$ cat config.mk
export PLATFORM = sky130hd
export DESIGN_NAME = axilite_naive_master
export DESIGN_NICKNAME = d
export VERILOG_FILES = /design/src/rtl/axilite_naive_master.sv
export SDC_FILE = /design/constraint.sdc
export NUM_CORES = 1
export LEC_CHECK = 0
export CORE_MARGIN = 1
export CORE_UTILIZATION = 29
export CTS_BUF_LIST = sky130_fd_sc_hd__clkbuf_16
export CTS_CLUSTER_DIAMETER = 150
export DETAILED_ROUTE_END_ITERATION = 16
export PLACE_DENSITY = 0.62
export SYNTH_ARGS = -nofsm -noshare
export SYNTH_HDL_FRONTEND = slang
export SYNTH_SLANG_ARGS = --single-unit
$ cat constraint.sdc
create_clock -name axi_clk -period 5.1 [get_ports axi_clk]
set_input_delay 1.02 -clock axi_clk [delete_from_list [all_inputs] [get_ports axi_clk]]
set_output_delay 1.02 -clock axi_clk [all_outputs]
set_load 0.005 [all_outputs]
$ cat src/rtl/axilite_naive_master.sv
// AXI4-Lite master: turns a single-request port into one AXI-Lite read or
// write transaction at a time. No bursts, no reordering, no response
// backpressure.
module axilite_naive_master #(
  parameter bit ALIGN_ADDR = 1'b1
) (
  input  logic        axi_clk,
  input  logic        axi_resetn,
  // request / response port
  input  logic        req_valid,
  output logic        req_ready,
  input  logic        req_wen,
  input  logic [31:0] req_addr,
  input  logic [31:0] req_wdata,
  input  logic [3:0]  req_wstrb,
  output logic        resp_valid,
  output logic [31:0] resp_rdata,
  output logic        resp_err,
  // AXI-Lite write address
  output logic [31:0] axi_awaddr,
  output logic        axi_awvalid,
  input  logic        axi_awready,
  // AXI-Lite write data
  output logic [31:0] axi_wdata,
  output logic [3:0]  axi_wstrb,
  output logic        axi_wvalid,
  input  logic        axi_wready,
  // AXI-Lite write response
  input  logic [1:0]  axi_bresp,
  input  logic        axi_bvalid,
  output logic        axi_bready,
  // AXI-Lite read address
  output logic [31:0] axi_araddr,
  output logic        axi_arvalid,
  input  logic        axi_arready,
  // AXI-Lite read data
  input  logic [31:0] axi_rdata,
  input  logic [1:0]  axi_rresp,
  input  logic        axi_rvalid,
  output logic        axi_rready
);

  typedef enum logic [2:0] {
    IDLE  = 3'd0,
    WADDR = 3'd1,
    WRESP = 3'd2,
    RADDR = 3'd3,
    RDATA = 3'd4
  } state_t;

  state_t      state;
  logic [31:0] addr_al;
  logic        aw_done;
  logic        w_done;

  // Word-align the outgoing address when requested; low bits dropped.
  assign addr_al   = ALIGN_ADDR ? {req_addr[31:2], 2'b00} : req_addr;

  // Only one transaction in flight, so ready is simply "idle".
  assign req_ready = (state == IDLE);

  // A write channel counts as done if its valid already dropped or it
  // handshakes on this edge; lets AW and W finish in either order.
  assign aw_done   = ~axi_awvalid | axi_awready;
  assign w_done    = ~axi_wvalid  | axi_wready;

  // Transaction FSM with all AXI and response outputs registered.
  always_ff @(posedge axi_clk or negedge axi_resetn) begin
    if (!axi_resetn) begin
      state       <= IDLE;
      axi_awaddr  <= '0;
      axi_awvalid <= 1'b0;
      axi_wdata   <= '0;
      axi_wstrb   <= '0;
      axi_wvalid  <= 1'b0;
      axi_bready  <= 1'b0;
      axi_araddr  <= '0;
      axi_arvalid <= 1'b0;
      axi_rready  <= 1'b0;
      resp_valid  <= 1'b0;
      resp_rdata  <= '0;
      resp_err    <= 1'b0;
    end else begin
      // completion pulse lasts exactly one cycle
      resp_valid <= 1'b0;
      unique case (state)
        IDLE: begin
          if (req_valid) begin
            if (req_wen) begin
              axi_awaddr  <= addr_al;
              axi_wdata   <= req_wdata;
              axi_wstrb   <= req_wstrb;
              axi_awvalid <= 1'b1;
              axi_wvalid  <= 1'b1;
              state       <= WADDR;
            end else begin
              axi_araddr  <= addr_al;
              axi_arvalid <= 1'b1;
              state       <= RADDR;
            end
          end
        end
        WADDR: begin
          if (axi_awvalid && axi_awready) axi_awvalid <= 1'b0;
          if (axi_wvalid && axi_wready)   axi_wvalid  <= 1'b0;
          if (aw_done && w_done) begin
            axi_bready <= 1'b1;
            state      <= WRESP;
          end
        end
        WRESP: begin
          if (axi_bvalid && axi_bready) begin
            axi_bready <= 1'b0;
            resp_valid <= 1'b1;
            resp_err   <= axi_bresp[1];
            state      <= IDLE;
          end
        end
        RADDR: begin
          if (axi_arvalid && axi_arready) begin
            axi_arvalid <= 1'b0;
            axi_rready  <= 1'b1;
            state       <= RDATA;
          end
        end
        RDATA: begin
          if (axi_rvalid && axi_rready) begin
            axi_rready <= 1'b0;
            resp_rdata <= axi_rdata;
            resp_err   <= axi_rresp[1];
            resp_valid <= 1'b1;
            state      <= IDLE;
          end
        end
        default: state <= IDLE;
      endcase
    end
  end

endmodule

# [Word level (Yosys, flattened, before mapping)]
# Index checks and enable logic that the tools add are counted.
[word_totals] in_bits=113 out_inout_bits=140 wordCells=82 regBits=138
[classes] n_reduce_logical=22 mux=29 eq_ne=13 n_bitwise=5
[ops] cell="$ne A2 B2 Y1 const B" count=8
[ops] cell="$mux W1" count=15
[ops] cell="$mux W3" count=5
[ops] cell="$pmux W3 S5" count=1
[ops] cell="$reduce_and A3 Y1" count=5
[ops] cell="$pmux W1 S2" count=7
[ops] cell="$reduce_and A4 Y1" count=3
[ops] cell="$reduce_bool A2 Y1" count=5
[ops] cell="$eq A3 B2 Y1 const B" count=2
[ops] cell="$logic_and A1 B1 Y1" count=6
[ops] cell="$reduce_and A5 Y1" count=1
[ops] cell="$eq A3 B1 Y1 const B" count=1
[ops] cell="$eq A3 B3 Y1 const B" count=1
[ops] cell="$logic_not A3 Y1" count=1
[ops] cell="$not A1 Y1" count=3
[ops] cell="$mux W2" count=1
[ops] cell="$ne A2 B1 Y1 const B" count=1
[ops] cell="$or A1 B1 Y1" count=2
[ops] cell="$reduce_and A2 Y1" count=1

# [Depth between registers and ports, before layout]
# Gate-level depths: netlist of run 1.
[logic_depth] depth_word=5 ltp_mapped=5 ltp_nobuf=3

# [Worst setup path after synthesis of run 1]
# OpenSTA, ideal clock, no wires.
[synth_timing] path_type="input to register" startpoint="input port req_valid" endpoint="register axi_araddr[10]" stages=4 n_path_buf=1 setup_ps=125 t_arrival_ps=2015 setup_slack_ps=2960 required_time_ps=4975 cell_sequence="nor4b_4 and2b_1 buf_2 mux2_2"
[synth_between] elab_chain_cells=1
[synth_rtl] item="start: declaration" line="10" text="input logic req_valid,"
[synth_rtl] item="$reduce_and A3 Y1 (no line)"
[synth_rtl] item="end signal: assignment" line="97" text="axi_araddr <= addr_al;"
[synth_rtl] item="end: declaration" line="33" text="output logic [31:0] axi_araddr,"
# Every way passes these cells.
# A chain may end at the register's enable or synchronous reset.

# [Worst setup path after layout of run 1]
[layout_timing] startpoint="input port req_valid" endpoint="register axi_araddr[27]"
# The elaborated chain is that of the path after synthesis.

==> results.md, run 1 <==
* Post-cts sizing count at 0
* Share of layout cells above drive strength 1 at between 20% and 30%
* Largest family of logic cells by synthesized area: multiplexers
* Drc violations at 0
* Crit path time final at a little under 3 ns
* ANT cells at 0
* Setup bufs post-CTS at 0
* Sequential-to-total area share from yosys stat at about 60%
* Post-DR wirelength/cell at ~16 um
* CTS sink cnt at between 100 and 150
* Mux share of post-synthesis cell area at 30.5%
* First-pass DRT Iterations at 4
* Pleak at around 3.9 nW
* Most common library cell in the layout ignoring fill and taps: clkdlybuf4s50_1
* Post-Route WL at 13.7 mm
* First-pass GRT wire length at 21.7 mm
* CP Max Fanout at 21
* Initial Util at 30.0%
* H-tree Lvls at 4
* Mean Syn Cell Area at between 15 and 20 sq um
* Post-DRT Antenna Nets at 0
* Area fraction in and, or, nand and nor cells after synthesis at 3.40%
* EDFF count, synth at 0
* Syn-to-layout area delta at 56.3%
* HP Class: reg -> reg
* Synth top area cells: dfrtp_1, mux2_4, mux2_2
* Cell taking the most area after synthesis: dfrtp_1
* Critical path capture point type: register
* Hold Vio Cnt, Final at 0
* Root Driver: clkbuf_16
* Final setup margin at 2.16 ns
* Worst Skew at ~0.009 ns
* Max_slew headroom at between 20% and 30%
* Final cycle utilization of the critical path at between 50% and 60%
* Post-synthesis async set-or-reset flop share at 100%
* GRT Overall Usage at roughly 14%
* Starting DRT DRC Count at 95
* Vias per cell at roughly 4.3
* NumNets Final at 692
* Worst-path clk slew at around 0.060 ns
* Distinct cells, synth at 35
* # hold bufs at CTS at 0
* GRT Residual Overflow at 0
* Status: finished, final reports clean
* Clock Latency Late Sink at around 0.41 ns
* Crit path DAT at ~3.2 ns
* Num CTS Buffers at 17
* # rows at 50
* Complex-gate fraction of the synthesized area at ~1.5%
* DP Wirelength at between 9 and 10 mm
* Finished Core Util at a little under half
* Commonest non-fill, non-tap cells in the layout: clkdlybuf4s50_1, dfrtp_1, mux2_4, mux2_2, clkbuf_16
* PortBufs at between 200 and 250
* RSZ-0062 raised after global routing: false
* Detailed-route via count at between 3000 and 4000
* Worst Max-Slew Pin Slew at 1.19 ns
* Ports at roughly 250
* Largest net degree at the start of global routing at 87
* Yosys warns at 0
* Setup violators final at 0
* Syn Inst Count at between 300 and 400
* Synth Area in XOR/XNOR at 0%
* Core area at between 15000 and 20000 sq um
* Initial antenna violation count at 0
* Clk buf depth at 2
* Die W at 142 um
* Post-Synth Adder-Cell Area at 0%
* TNS Setup at 0 ns
* Die Area at 20100 sq um
* Global placement routability congestion at just over 0.7
* Chip height at about 140 um
* Max_cap viols at 0
* Synthesized area at roughly 5700 sq um
* Synth Flop Type: dfrtp_1
* Yosys reg bits at 138
* Maximum VDD drop at between 200 and 300 uV
* Max-slew violation count at 0
* Vias in the first global route at ~4000
* Fraction of post-synthesis cell area in the top cell type by area at about three fifths
* Kind of critical path: in -> reg
* P per Cell Area at 582 nW/um^2
* Critical path required time at approximately 5.4 ns
* Worst reg2reg setup slack at around 2.6 ns
* CTS tree: done
* Startpoint types: input pin
* Dpl ws at 1.69 ns
* FMAX at between 300 and 400 MHz
flip-flops by register name, summed over array words and instances, names as in the netlist:
register     cells
axi_wstrb        4
axi_wdata       32
axi_awvalid      1
resp_err         1
axi_arvalid      1
resp_valid       1
resp_rdata      32
axi_araddr      30
axi_awaddr      30
axi_bready       1
axi_wvalid       1
axi_rready       1
state            3
metal layers:
metal  vias up  track usage (%)  share of wire, %  routed length [um]
li1       1662                -                 -                   -
met3        12             5.91               8.3                1140
met4         0             4.47               1.2                 163
met1      1816             16.8                43                5870
met2       164             22.9                48                6530
met5         -                0                 0                   0
through the flow:
step | total power, mW | instance area [sq um] | instances | hold slack [ns]
2_1_floorplan | 2.71 | 5670 | 334 | 0.483
3_3_place_gp | 3.94 | 8270 | 820 | 0.471
3_5_place_dp | 3.98 | 8270 | 820 | 0.474
4_1_cts | 5.23 | 8840 | 852 | 0.488
5_1_grt | 5.44 | 8840 | 852 | 0.501
6_report | 5.14 | 8840 | 852 | 0.482
path summary, 6_finish.rpt:
check / start / endpoint / depth (start not counted)
max: req_valid / axi_araddr[27]$_DFFE_PN0P_ / 5
min: axi_araddr[29]$_DFFE_PN0P_ / axi_araddr[29]$_DFFE_PN0P_ / 1
max reg2reg: state[0]$_DFFE_PN0P_ / axi_araddr[27]$_DFFE_PN0P_ / 4
min reg2reg: axi_araddr[29]$_DFFE_PN0P_ / axi_araddr[29]$_DFFE_PN0P_ / 1
max in group asynchronous: axi_resetn / axi_wdata[19]$_DFFE_PN0P_ / 2
min in group asynchronous: axi_resetn / resp_rdata[26]$_DFFE_PN0P_ / 1
synth_stat cells, types with 2 or more instances:
cell	number
nand3_1	5
and2b_1	2
nor2_1	2
buf_4	5
dfrtp_1	138
buf_6	5
buf_2	6
nand2b_1	3
nand4b_1	2
mux2_4	70
a22o_1	2
mux2_2	58
inv_1	2
nand2_1	4
buf_12	3
mux2_1	2
a21oi_1	3
o21ai_0	2
worst max-delay path, stage by stage:
cell and delay [ns]:
clkdlybuf4s50_1 0.49, nor4b_4 0.37, and2b_1 0.54, buf_4 0.41
mux2_2 0.38
kinds of logic after synthesis:
family / after synthesis
AO/OA/AOI/OAI: 13
buffers and inverters: 22
other: 1
multiplexers: 130
AND/OR/NAND/NOR: 27
flip-flops: 138
area by class of cell:
| class | count | area [sq um] |
|---|---|---|
| clock buffer | 17 | 425 |
| clock inverter | 15 | 145 |
| fill | 1676 | 10000 |
| inverter | 2 | 7.51 |
| multi-input combinational | 174 | 2030 |
| sequential | 138 | 3450 |
| tap | 260 | 325 |
| timing repair buffer | 246 | 2460 |
power by group:
group	total (mW)	switching (mW)	internal (mW)
logic	2.04	0.570	1.47
registers	1.90	0.304	1.59
clock network	1.20	0.450	0.752
total	5.14	1.32	3.82
Power figures use the tool's default switching activity.
==> inputs of run 2 (changes only) <==
PLACE_DENSITY = 0.64   (was 0.62)
clock period = 2.42 ns   (was 5.1 ns; I/O delays follow)
==> run 2 against run 1 <==
Against the previous run: the flow now finishes with violations (negative hold slack); clock skew is 0.0015 ns lower; register-to-register slack worse by 2.2 ns; routed wire length is 1.6% higher; non-clock buffer count is 8 higher; critical endpoint is now req_ready; largest power group unchanged.
==> results.md, run 2 (synthesis results as in run 1) <==
* Worst reg2reg setup slack at 0.45 ns (-2.17 ns)
* Die W at 142 um (unchanged)
* P per Cell Area at 1210 nW/um^2 (+110%)
* Startpoint types: register
* Failing checks: negative hold slack
* Vias per cell at 4.29 (about the same)
* DP Area at 8400 sq um (+1.5%)
* Clock Latency Late Sink at 0.41 ns (about the same)
* Critical path required time at 1.94 ns (-3.45 ns)
* Crit path DAT at 1.73 ns (-1.50 ns)
* Final worst hold slack at -0.0000578 ns (-0.482 ns)
* Crit path time final at roughly 2.2 ns
* ANT cells at 0 (unchanged)
* FMAX at between 400 and 500 MHz
* Largest net degree at the start of global routing at 52 (-40%)
* HP Class: in -> async
* Finished Core Util at 47.4% (+0.62 points)
* RSZ-0062 raised after global routing: false
* Vias in the first global route at 4059 (+1.2%)
* Share of layout cells above drive strength 1 at 29.0% (+2.0 points)
* First-pass GRT wire length at 21.7 mm (about the same)
* Worst r2r src: state[2]$_DFFE_PN0P_
* Max-slew violation count at 0 (unchanged)
* Commonest non-fill, non-tap cells in the layout: clkdlybuf4s50_1, dfrtp_1, mux2_4, mux2_2, clkbuf_16
* Most common library cell in the layout ignoring fill and taps: clkdlybuf4s50_1
* Critical path capture point type: output port
* Post-Route WL at 13.9 mm (+1.6%)
* PortBufs at 244 (unchanged)
* TNS Setup at 0 ns (unchanged)
* CP Max Fanout at 13 (-38%)
* Initial antenna violation count at 0 (unchanged)
* Die Area at 20100 sq um (unchanged)
* Layout Cells excl Fill at 860 (+0.94%)
* DP Wirelength at 10.0 mm (+6.1%)
* Status: finished with violations
* CTS tree: done
* Maximum VDD drop at 518 uV (+100%)
* Post-DRT Antenna Nets at 0 (unchanged)
* Regs by FF count: axi_wdata: 32 flops, resp_rdata: 32 flops
* Global placement routability congestion at 0.819 (+16%)
* Root Driver: clkbuf_16
* Setup violators final at 0 (unchanged)
* Hold Vio Cnt, Final at 1 (+1)
* Reg2Reg Depth at 4 (unchanged)
* Slowest stage delay, CP at 0.55 ns (about the same)
* Max_cap viols at 0 (unchanged)
* Core area at 18900 sq um (unchanged)
* Starting DRT DRC Count at 83 (-13%)
* Chip height at 142 um (unchanged)
* Pleak at 3.94 nW (+0.84%)
* GRT Overall Usage at 14.1% (+0.052 points)
* Post-cts sizing count at 0 (unchanged)
* Detailed-route via count at 3687 (+0.90%)
* Design area at 8960 sq um (+1.3%)
* Final cycle utilization of the critical path at around nine tenths
* # hold bufs at CTS at 0 (unchanged)
* Slowest cell on crit path: clkdlybuf4s50_1
* NumNets Final at 700 (+1.2%)
* Setup bufs post-CTS at 0 (unchanged)
* Initial Util at 30.0% (unchanged)
* # rows at 50 (unchanged)
* Drc violations at 0 (unchanged)
* Worst Skew at 0.00752 ns (-0.00151 ns)
* Cell total after placement at 828 (+0.98%)
* CTS sink cnt at 138 (unchanged)
* H-tree Lvls at 4 (unchanged)
* Kind of critical path: reg -> out
* Syn-to-layout area delta at 58.3%
* Worst-path clk slew at 0.06 ns (about the same)
* Post-DR wirelength/cell at 16.2 um (+0.61%)
* Num CTS Buffers at 17 (unchanged)
* GRT Residual Overflow at 0 (unchanged)
* Crit path cell chain: nor3_1 -> clkdlybuf4s50_1
* Clk buf depth at 2 (unchanged)
* R2r endpoint: resp_rdata[28]$_DFFE_PN0P_
* Ports at 253 (unchanged)
* First-pass DRT Iterations at 4 (unchanged)
==> run 2: layer usage <==
layer	part of all wire [%]	wire [um]	track usage, %	up-vias
met1	41	5730	16.2	1836
li1	-	-	-	1674
met3	7.6	1060	5.13	12
met2	50	6990	24.2	165
met4	1.0	145	4.75	0
met5	0	0	0	-
==> run 2: worst max path at each step <==
stage,startpoint,to,cells past startpoint
floorplan,state[0]$_DFFE_PN0P_,resp_rdata[0]$_DFFE_PN0P_,5
global placement,req_valid,axi_araddr[3]$_DFFE_PN0P_,5
detailed placement,req_valid,axi_araddr[10]$_DFFE_PN0P_,5
CTS,state[1]$_DFFE_PN0P_,req_ready,2
global route,state[1]$_DFFE_PN0P_,req_ready,2
finish,state[1]$_DFFE_PN0P_,req_ready,2
==> run 2: final cells by class <==
| cell class | instances | area [sq um] |
|---|---|---|
| clock buffers | 17 | 425 |
| clock inverters | 15 | 139 |
| fillers | 1639 | 9930 |
| inverters | 2 | 7.51 |
| multi-input cells | 174 | 2030 |
| flip-flops and latches | 138 | 3450 |
| well taps | 260 | 325 |
| repair buffers | 254 | 2580 |
==> run 2: per-stage QoR <==
step	hold slack [ns]	power, mW	setup slack, ns
after floorplan	0.188	5.71	0.702
after CTS	0.00235	11.0	0.175
after global placement	0.446	8.33	0.279
after detailed placement	0.457	8.44	0.263
final	-0.0000578	10.8	0.206
after global routing	0.0169	11.5	0.100
==> run 2: power by group <==
group          switching [mW]  total (mW)  leakage, nW  internal [mW]
Combinational            1.21        4.35         1.97           3.14
Sequential              0.641        4.00         1.70           3.36
Clock                    1.05        2.48        0.266           1.43
Total                    2.90        10.8         3.94           7.93
==> run 2: critical path: cells and delay by family (launching register included) <==
| family | cells | cell delay [ns] |
|---|---|---|
| buffers and inverters | 1 | 0.55 |
| flip-flops | 1 | 0.54 |
| AND/OR/NAND/NOR | 1 | 0.23 |
==> inputs of run 3 (changes only) <==
CORE_MARGIN = 4   (was 1)
==> run 3 against run 2 <==
Against the previous run: the flow now finishes without violations; sequential power hardly changed; global-route usage shrank 0.58 points; maximum frequency is 0.27% higher; final cell count did not move; setup slack gained 0.0060 ns; critical path depth stayed put; cell area down 0.25%; largest cell class unchanged; largest power group unchanged.
==> results.md, run 3 (synthesis results as in run 1) <==
* Met2 GRT Util at 22.0% (-2.3 points)
* HP Class: in -> async
* Chip height at 148 um (+4.2%)
* Busiest grt layer: met2
* Critical path required time at 1.94 ns (about the same)
* Worst-path clk slew at 0.06 ns (about the same)
* P_sw at 2.91 mW (+0.43%)
* Regs by FF count: axi_wdata: 32 flops, resp_rdata: 32 flops
* Num CTS Buffers at 17 (unchanged)
* RSZ-0062 raised after global routing: false
* Global Route met1 Usage at 15.8% (-0.39 points)
* Worst reg2reg setup slack at 0.44 ns (about the same)
* Initial antenna violation count at 0 (unchanged)
* Setup violators final at 0 (unchanged)
* First-pass DRT Iterations at 4 (unchanged)
* P per Cell Area at 1200 nW/um^2 (-0.76%)
* Status: finished, final reports clean
* GRT Residual Overflow at 0 (unchanged)
* Syn-to-layout area delta at 57.9%
* Commonest non-fill, non-tap cells in the layout: clkdlybuf4s50_1, dfrtp_1, mux2_4, mux2_2, clkbuf_16
* Worst Max-Slew Pin Slew at around 0.55 ns
* Detailed-route via count at 3721 (+0.92%)
* First-pass GRT wire length at 23.3 mm (+7.6%)
* Max_cap viols at 0 (unchanged)
* P_int at 7.80 mW (-1.5%)
* Sw Share at 27.2% (+0.39 points)
* Share of layout cells above drive strength 1 at 29.0% (unchanged)
* TNS Setup at 0 ns (unchanged)
* # rows at 50 (unchanged)
* DP Wirelength at 10.9 mm (+9.2%)
* Critical path capture point type: output port
* Kind of critical path: reg -> out
* Final setup margin at 0.212 ns (+0.00599 ns)
* # hold bufs at CTS at 0 (unchanged)
* CP Max Fanout at 13 (unchanged)
* ANT cells at 0 (unchanged)
* Post-DR wirelength/cell at 17.1 um (+5.9%)
* Final cycle utilization of the critical path at 91.2% (-0.25 points)
* Clk buf depth at 2 (unchanged)
* M3 GR Usage at 7.11% (+2.0 points)
* NumNets Final at 700 (unchanged)
* Vias per cell at 4.33 (+0.92%)
* Startpoint types: register
* PortBufs at 244 (unchanged)
* Max_slew headroom at between 60% and 70%
* Crit path DAT at 1.72 ns (about the same)
* Hold Vio Cnt, Final at 0 (-1)
* Die W at 148 um (+4.2%)
* Seq pwr share at 37.4% (+0.4 points)
* Pleak at 3.93 nW (-0.31%)
* Initial Util at 29.9% (-0.099 points)
* Largest net degree at the start of global routing at 59 (+13%)
* Ports at 253 (unchanged)
* Drc violations at 0 (unchanged)
* Setup bufs post-CTS at 0 (unchanged)
* Maximum VDD drop at 635 uV (+22%)
* FMAX at 453 MHz (+0.27%)
* H-tree Lvls at 4 (unchanged)
* Dpl ws at 0.0766 ns (-0.186 ns)
* Crit path time final at 2.21 ns (-0.00599 ns)
* DP Area at 8410 sq um (+0.15%)
* Global placement routability congestion at 0.733 (-11%)
* Post-Route WL at 14.7 mm (+5.9%)
* Most common library cell in the layout ignoring fill and taps: clkdlybuf4s50_1
* CTS sink cnt at 138 (unchanged)
* Post-cts sizing count at 0 (unchanged)
* Design area at 8940 sq um (-0.25%)
* Die Area at 21800 sq um (+8.6%)
* Post-DRT Antenna Nets at 0 (unchanged)
* Max-slew violation count at 0 (unchanged)
* Core area at 19000 sq um (+0.33%)
* GRT Overall Usage at 13.5% (-0.58 points)
* Total power at 10.7 mW (-1.0%)
* Root Driver: clkbuf_16
* Vias in the first global route at 4134 (+1.8%)
* Cell total after placement at 828 (unchanged)
* Combinational share of power at 40.9% (+0.8 points)
* Filler cells at 1670 (+1.9%)
* Layout Cells excl Fill at 860 (unchanged)
* Clock Latency Late Sink at 0.41 ns (about the same)
* Worst Skew at 0.00655 ns (-0.000979 ns)
* CTS tree: done
* Starting DRT DRC Count at 73 (-12%)
* Clock share of power at 21.7% (-1.2 points)
-- run 3: cell types whose count changed in the layout (fill, tap and decap cells not counted), sizes merged --
| cell | delta |
|---|---|
| bufinv | -1 |
| clkinvlp | +2 |
| inv | -1 |
-- run 3: layer usage --
metal | routed length [um] | part of all wire, %
met5 | 0 | 0
met4 | 206 | 1.4
met3 | 1570 | 11
met2 | 7090 | 48
met1 | 5880 | 40
-- run 3: final cells by class --
| type | instances | area [sq um] | share of cell area (%) |
|---|---|---|---|
| clock buffers | 17 | 425 | 4.76 |
| clock inverters | 15 | 104 | 1.16 |
| inverters | 2 | 7.51 | 0.0840 |
| multi-input cells | 174 | 2030 | 22.7 |
| flip-flops and latches | 138 | 3450 | 38.6 |
| well taps | 260 | 325 | 3.64 |
| repair buffers | 254 | 2590 | 29.0 |
-- run 3: worst paths after layout --
check / from / to / depth (start not counted)
min in group axi_clk: axi_araddr[25]$_DFFE_PN0P_ / axi_araddr[25]$_DFFE_PN0P_ / 1
max in group asynchronous: axi_resetn / axi_wdata[23]$_DFFE_PN0P_ / 2
worst max-delay path: state[1]$_DFFE_PN0P_ / req_ready / 2
worst min-delay path: axi_resetn / axi_wdata[29]$_DFFE_PN0P_ / 1
worst max register to register: state[0]$_DFFE_PN0P_ / axi_araddr[5]$_DFFE_PN0P_ / 4
worst min register to register: axi_araddr[25]$_DFFE_PN0P_ / axi_araddr[25]$_DFFE_PN0P_ / 1
-- run 3: power by group through the flow --
stage / Sequential, mW / Clock [mW] / Combinational, mW
6_report: 4.01 / 2.33 / 4.38
2_1_floorplan: 4.02 / 0 / 1.70
4_1_cts: 4.01 / 2.41 / 4.47
5_1_grt: 4.15 / 2.51 / 4.68
3_5_place_dp: 4.03 / 0 / 4.44
3_3_place_gp: 3.98 / 0 / 4.39
-- run 3: stage by stage --
stage	util (%)	hold WS [ns]
2_1_floorplan	-	0.188
3_3_place_gp	44.4	0.470
3_5_place_dp	44.4	0.479
4_1_cts	47.2	0.0452
5_1_grt	47.2	0.0611
6_report	47.2	0.0406
-- run 3: worst max-delay path, stage by stage (launching register included) --
cell and delay, ns:
dfrtp_1 0.53, nor3_1 0.23, clkdlybuf4s50_1 0.56
